$ cat src/rtl/xs3_bcd_decoder.sv
// Excess-3 to BCD frame decoder: collects NDIG excess-3 digits (MSD first),
// decodes each to BCD, and presents the packed frame with a sticky error flag
// under a valid/ready handshake on both sides.
module xs3_bcd_decoder #(
    parameter int unsigned NDIG = 4
) (
    input  logic                clk,
    input  logic                rst,
    input  logic                in_valid,
    input  logic [3:0]          in_code,
    output logic                in_ready,
    output logic                out_valid,
    input  logic                out_ready,
    output logic [4*NDIG-1:0]   out_bcd,
    output logic                out_err,
    output logic [3:0]          dig_cnt
);

    localparam int unsigned W    = 4 * NDIG;
    localparam logic [3:0]  LAST = 4'(NDIG - 1);

    typedef enum logic {
        COLLECT = 1'b0,
        HOLD    = 1'b1
    } state_t;

    state_t         state;
    state_t         state_next;
    logic [W-1:0]   bcd_next;
    logic           err_next;
    logic [3:0]     cnt_next;
    logic           legal;
    logic [3:0]     digit;

    // Next-state and datapath update: shift in decoded digits while collecting,
    // release the frame on the output handshake while holding.
    always_comb begin
        state_next = state;
        bcd_next   = out_bcd;
        err_next   = out_err;
        cnt_next   = dig_cnt;
        legal      = (in_code >= 4'd3) && (in_code <= 4'd12);
        digit      = legal ? (in_code - 4'd3) : 4'd0;

        case (state)
            COLLECT: begin
                if (in_valid) begin
                    bcd_next = {out_bcd[W-5:0], digit};
                    err_next = out_err | ~legal;
                    cnt_next = dig_cnt + 4'd1;
                    if (dig_cnt == LAST) begin
                        state_next = HOLD;
                    end
                end
            end
            HOLD: begin
                // out_bcd is intentionally kept; the next frame overwrites it
                if (out_ready) begin
                    state_next = COLLECT;
                    cnt_next   = 4'd0;
                    err_next   = 1'b0;
                end
            end
            default: begin
                state_next = COLLECT;
            end
        endcase
    end

    // State and output registers; handshake flags follow the next state so
    // they stay free of any combinational input path.
    always_ff @(posedge clk) begin
        if (rst) begin
            state     <= COLLECT;
            out_bcd   <= '0;
            out_err   <= 1'b0;
            dig_cnt   <= 4'd0;
            in_ready  <= 1'b1;
            out_valid <= 1'b0;
        end else begin
            state     <= state_next;
            out_bcd   <= bcd_next;
            out_err   <= err_next;
            dig_cnt   <= cnt_next;
            in_ready  <= (state_next == COLLECT);
            out_valid <= (state_next == HOLD);
        end
    end

endmodule
$ cat config.mk
export PLATFORM = sky130hd
export DESIGN_NAME = xs3_bcd_decoder
export DESIGN_NICKNAME = d
export VERILOG_FILES = /design/src/rtl/xs3_bcd_decoder.sv
export SDC_FILE = /design/constraint.sdc
export NUM_CORES = 1
export LEC_CHECK = 0
export BUFFER_PORTS_ARGS = -buffer_cell sky130_fd_sc_hd__buf_4
export CAP_MARGIN = 20
export CORE_MARGIN = 2
export CORE_UTILIZATION = 25
export DETAILED_ROUTE_END_ITERATION = 12
export PLACE_DENSITY = 0.56
export SYNTH_ARGS = -nofsm -noshare
export SYNTH_HDL_FRONTEND = slang
export SYNTH_SLANG_ARGS = --single-unit
$ cat constraint.sdc
create_clock -name clk -period 1.7 [get_ports clk]
set_input_delay 0.34 -clock clk [delete_from_list [all_inputs] [get_ports clk]]
set_output_delay 0.34 -clock clk [all_outputs]
set_load 0.01 [all_outputs]
======== Yosys cells after proc, flatten, opt, wreduce, memory -nomap -nowiden ========
Index checks and enable logic that the tools add are counted.
word-level totals
  word-level logic and storage cells ...... 30
  register bits ........................... 23
  output and inout bits ................... 23
operators by class
  equal/unequal tests ..................... 3
  reduce and logical (&&, ||, !) cells .... 3
  bitwise operators ....................... 4
  $lt $le $gt $ge ......................... 2
  add/sub/neg operators ................... 2
  multiplexer cells ....................... 11
operator list
  kind                                                    number
  2-to-1 mux 4 bit                                        3
  case mux 4 bit (2 select lines)                         1
  2-to-1 mux 1 bit                                        5
  adder 4 x 1 -> 4 bit (second input constant)            1
  equality test 4 x 2 -> 1 bit (second input constant)    1
  >= comparator 4 x 2 -> 1 bit (second input constant)    1
  less-or-equal comparator 4 bit (second input constant)  1
  inequality test 2 bit (second input constant)           2
  case mux 1 bit (2 select lines)                         2
  AND reduction 2 bit                                     2
  subtractor 4 x 2 -> 4 bit (second input constant)       1
  inverter 1 bit                                          3
  logical AND 1 bit                                       1
  OR 1 bit                                                1

======== Depth between registers and ports, before layout ========
  depth after elaboration ................. 6
  depth in mapped cells ................... 5
  mapped depth without buffers ............ 5

======== Worst setup path before layout ========
No wires, ideal clock.
  path kind ............................... input port to flip-flop
  start ................................... in in_code[0]
  end ..................................... reg out_err
  cell stages on the path ................. 4
  buffers on the path ..................... 0
  data required time ...................... 1643 ps
  arrival time ............................ 1219 ps
  path slack .............................. 424 ps
  cells stage by stage .................... ha_1 > or3_4 > a21oi_1 > o21ba_2
between the ends
  longest elaborated chain between the ends .. 6
  elaborated cells on any way between the ends .. 7
  classes of those cells .................. order compare (2); mux (2); bitwise (2); reduce/logical (1)
RTL lines
  element                                                                                line  text
  start, declared                                                                        10    input logic [3:0] in_code,
  >= comparator 4 x 2 -> 1 bit / less-or-equal comparator 4 bit (equally long branches)  42    legal = (in_code >= 4'd3) && (in_code <= 4'd12);
  logical AND 1 bit (*)                                                                  42
  inverter 1 bit (*)                                                                     49    err_next = out_err | ~legal;
  OR 1 bit (*)                                                                           49
  2-to-1 mux 1 bit (*)                                                                   47    if (in_valid) begin
  case mux 1 bit (2 select lines) (*)                                                    45    case (state)
  end signal, assigned                                                                   83    out_err <= err_next;
  end, declared                                                                          15    output logic out_err,
Mark *: on every way between the ends. The rest lies on a longest branch, timed or not. The select of a mux whose other input is x is not followed.
A chain may end at the register's enable or synchronous reset.

======== Final worst setup path ========
  start ................................... reg dig_cnt[0]
  end ..................................... reg in_ready
between the ends
  longest elaborated chain between the ends .. 5
RTL lines
  element                          line  text
  start, declared                  16    output logic [3:0] dig_cnt
  start signal, assigned           84    dig_cnt <= cnt_next;
  equality test 4 x 2 -> 1 bit     51    if (dig_cnt == LAST) begin
  2-to-1 mux 1 bit                 51
  2-to-1 mux 1 bit                 47
  case mux 1 bit (2 select lines)  45
  inverter 1 bit                   85    in_ready <= (state_next == COLLECT);
  end signal, assigned             85
  end, declared                    11    output logic in_ready,
Every way passes these cells.

==> reports/results.txt <==
Layout cells sized above 1 = 36.4%
Total power = 1.02 mW
Critical path required time = 1.85 ns
Register area share after synthesis = 45.2%
CP max FO = 4
Crit-path slowest cell = dfxtp_1
CP Class = reg -> reg
Most numerous cell in the Yosys netlist = nand2_1
Row count = 23
Slew HR = 80.5%
Htree depth = 1
ANT cells = 0
Max VDD drop = 188 uV
Vias/cell = 4.26
Buf+Inv Stages, Crit Path = 0
Post-synthesis register bit count = 23
First-pass GRT wire length = 3.24 mm
Tightest Pin Transition = 0.292 ns
DR vias = 810
DP Wirelength = 1.50 mm
Final hold viol count = 0
Die Ht = 67.8 microns
IO Pins = 31
Achievable frequency = 769 MHz
Fin crit share = 76.5%
Wirelength per Cell = 10.7 microns
# resized after CTS = 0
Synth area leaders = dfxtp_1 (45%), nand2_1 (8.8%), a21oi_1 (5.9%), a21oi_2 (5.2%), ha_1 (3.7%)
Routed WL = 2.04 mm
Hold_ws = 0.394 ns
DRC = 0
CTS sink count = 23
Starting density of the core = 25.6%
Clk_skew = 0.00142 ns
Routability cong. = 0.707
Pin count of the biggest net entering global routing = 25
Clk slew on worst S/H paths = 0.08 ns
Min cycle time layout = 1.30 ns
Max Used Layer = met4
Crit path launch type = register
Placed insts = 186
CP Capture Type = register
Pre-CTS WS = 0.261 ns
Setup Viol. Count Final = 0
First-pass iteration count of the detailed router = 4
Deepest clock path buffer count = 2
Syn-to-layout area delta = 28.5%
Post-synth top flop = dfxtp_1
Setup TNS = 0 ns
Asr flop ratio synth = 0%
EDFF count, synth = 0
Synth cell count leaders = nand2_1 (24), dfxtp_1 (23), a21oi_1 (12)
# fillers = 428
Slew Limit Fails = 0
Cell Chain, Critical Path = ha_1 > nand2_1 > o41a_1 > or2_1
CP peak stage delay = 0.40 ns
Final WS setup = 0.400 ns
Max Cap Viol = 0
Synth area leader = dfxtp_1
Mean Syn Cell Area = 9.26 sq um
Grt ovf = 0
Yosys top cell area share = 45.2%
Die Width = 67.8 microns
CTS Buf Count = 3
DR WL met3 = 59 microns
Mapped Area = 1020 sq um
Delay-heaviest family, CP = flip-flops
Met2 Wirelength = 984 microns
Initial antenna violation count = 0
Cell count after synthesis = 110
Die area = 4600 sq um
Status = finished clean
Setup Fix Bufs, Post-CTS = 0
Synth Warn # = 0
Gr usage total = 9.21%
Core ar. = 3970 sq um
Leakage = 0.526 nW
CTS Hold Bufs = 0
Detailed-routing wirelength on met1 = 968 microns
Port Buffers = 30
Unrepaired setup endpoints after global routing = false
Syn Nets = 121
Vias in the first global route = 748
Setup slack, reg-to-reg = 0.40 ns
Yosys cell types = 29
Clock Latency Late Sink = 0.26 ns
Type of the worst min-delay path = in -> reg
Worst EP arrival = 1.45 ns
Iter 0 DRT Violations = 28
TritonCTS clock tree = done
Routed Antenna Nets = 0
Clock root buffer = clkbuf_8
# nets final = 152
Post-Layout Cell Count = 190
Power Density = 782 nW/um^2
[registers in the layout, summed over array words and instances (netlist names)]
name	count
in_ready	1
dig_cnt	4
state	1
out_err	1
out_bcd	16
[per-stage QoR]
step           util (%)  instance area, sq um
4_1_cts            33.0                  1310
5_1_grt            33.0                  1310
3_3_place_gp       31.8                  1260
2_1_floorplan         -                  1020
6_report           33.0                  1310
3_5_place_dp       31.8                  1260
[power by group]
group,switching (mW),internal [mW]
logic,0.0678,0.0593
clock network,0.165,0.163
registers,0.0137,0.554
[placed cells by master (no fill, tap or decap), drive strengths merged]
cell    count
a31oi       1
nor2        3
nand4       3
o21ba       1
or2         2
ha          3
dfxtp      23
xnor2       2
mux2i       2
nor2b       1
a311oi      2
nand2      30
o41ai       1
a21oi      18
clkbuf      3
a21boi      1
nand3b      2
clkinv      1
nand2b      2
and4        1
a22oi       1
o41a        1
or3         1
buf        32
inv         3
[path summary, 6_finish.rpt]
check,start,endpoint,depth (start not counted)
min reg2reg,out_bcd[13],out_bcd[13],2
max,dig_cnt[0],in_ready,4
max reg2reg,dig_cnt[0],in_ready,4
min,in_code[0],out_bcd[0],4
[area by class of cell]
| class | instances | area [sq um] | area share (%) |
|---|---|---|---|
| Tap cell | 50 | 62.6 | 4.78 |
| Timing Repair Buffer | 32 | 240 | 18.4 |
| Multi-Input combinational cell | 78 | 488 | 37.3 |
| Inverter | 3 | 11.3 | 0.860 |
| Clock buffer | 3 | 41.3 | 3.15 |
| Clock inverter | 1 | 5.00 | 0.382 |
| Sequential cell | 23 | 460 | 35.2 |
[routing by layer]
layer  vias to the layer above  track usage, %
li1                        431               -
met1                       364            12.1
met2                        13            14.7
met3                         2            1.48
met4                         0            4.50
met5                         -               0
[worst register-to-register path, stage by stage (launching register included)]
cell	delay (ns)
dfxtp_1	0.40
ha_1	0.20
nand2_1	0.07
o41a_1	0.32
or2_1	0.21
[cells by family after synthesis]
| kind of cell | Yosys count | share of synthesized area [%] |
|---|---|---|
| xor+xnor | 2 | 1.72 |
| buf+inv | 9 | 6.88 |
| mux | 2 | 1.97 |
| simple gates | 45 | 22.0 |
| flops | 23 | 45.2 |
| compound gates | 26 | 18.6 |
| fa+ha+maj | 3 | 3.69 |
No activity file was read; power rests on OpenSTA's default activity.
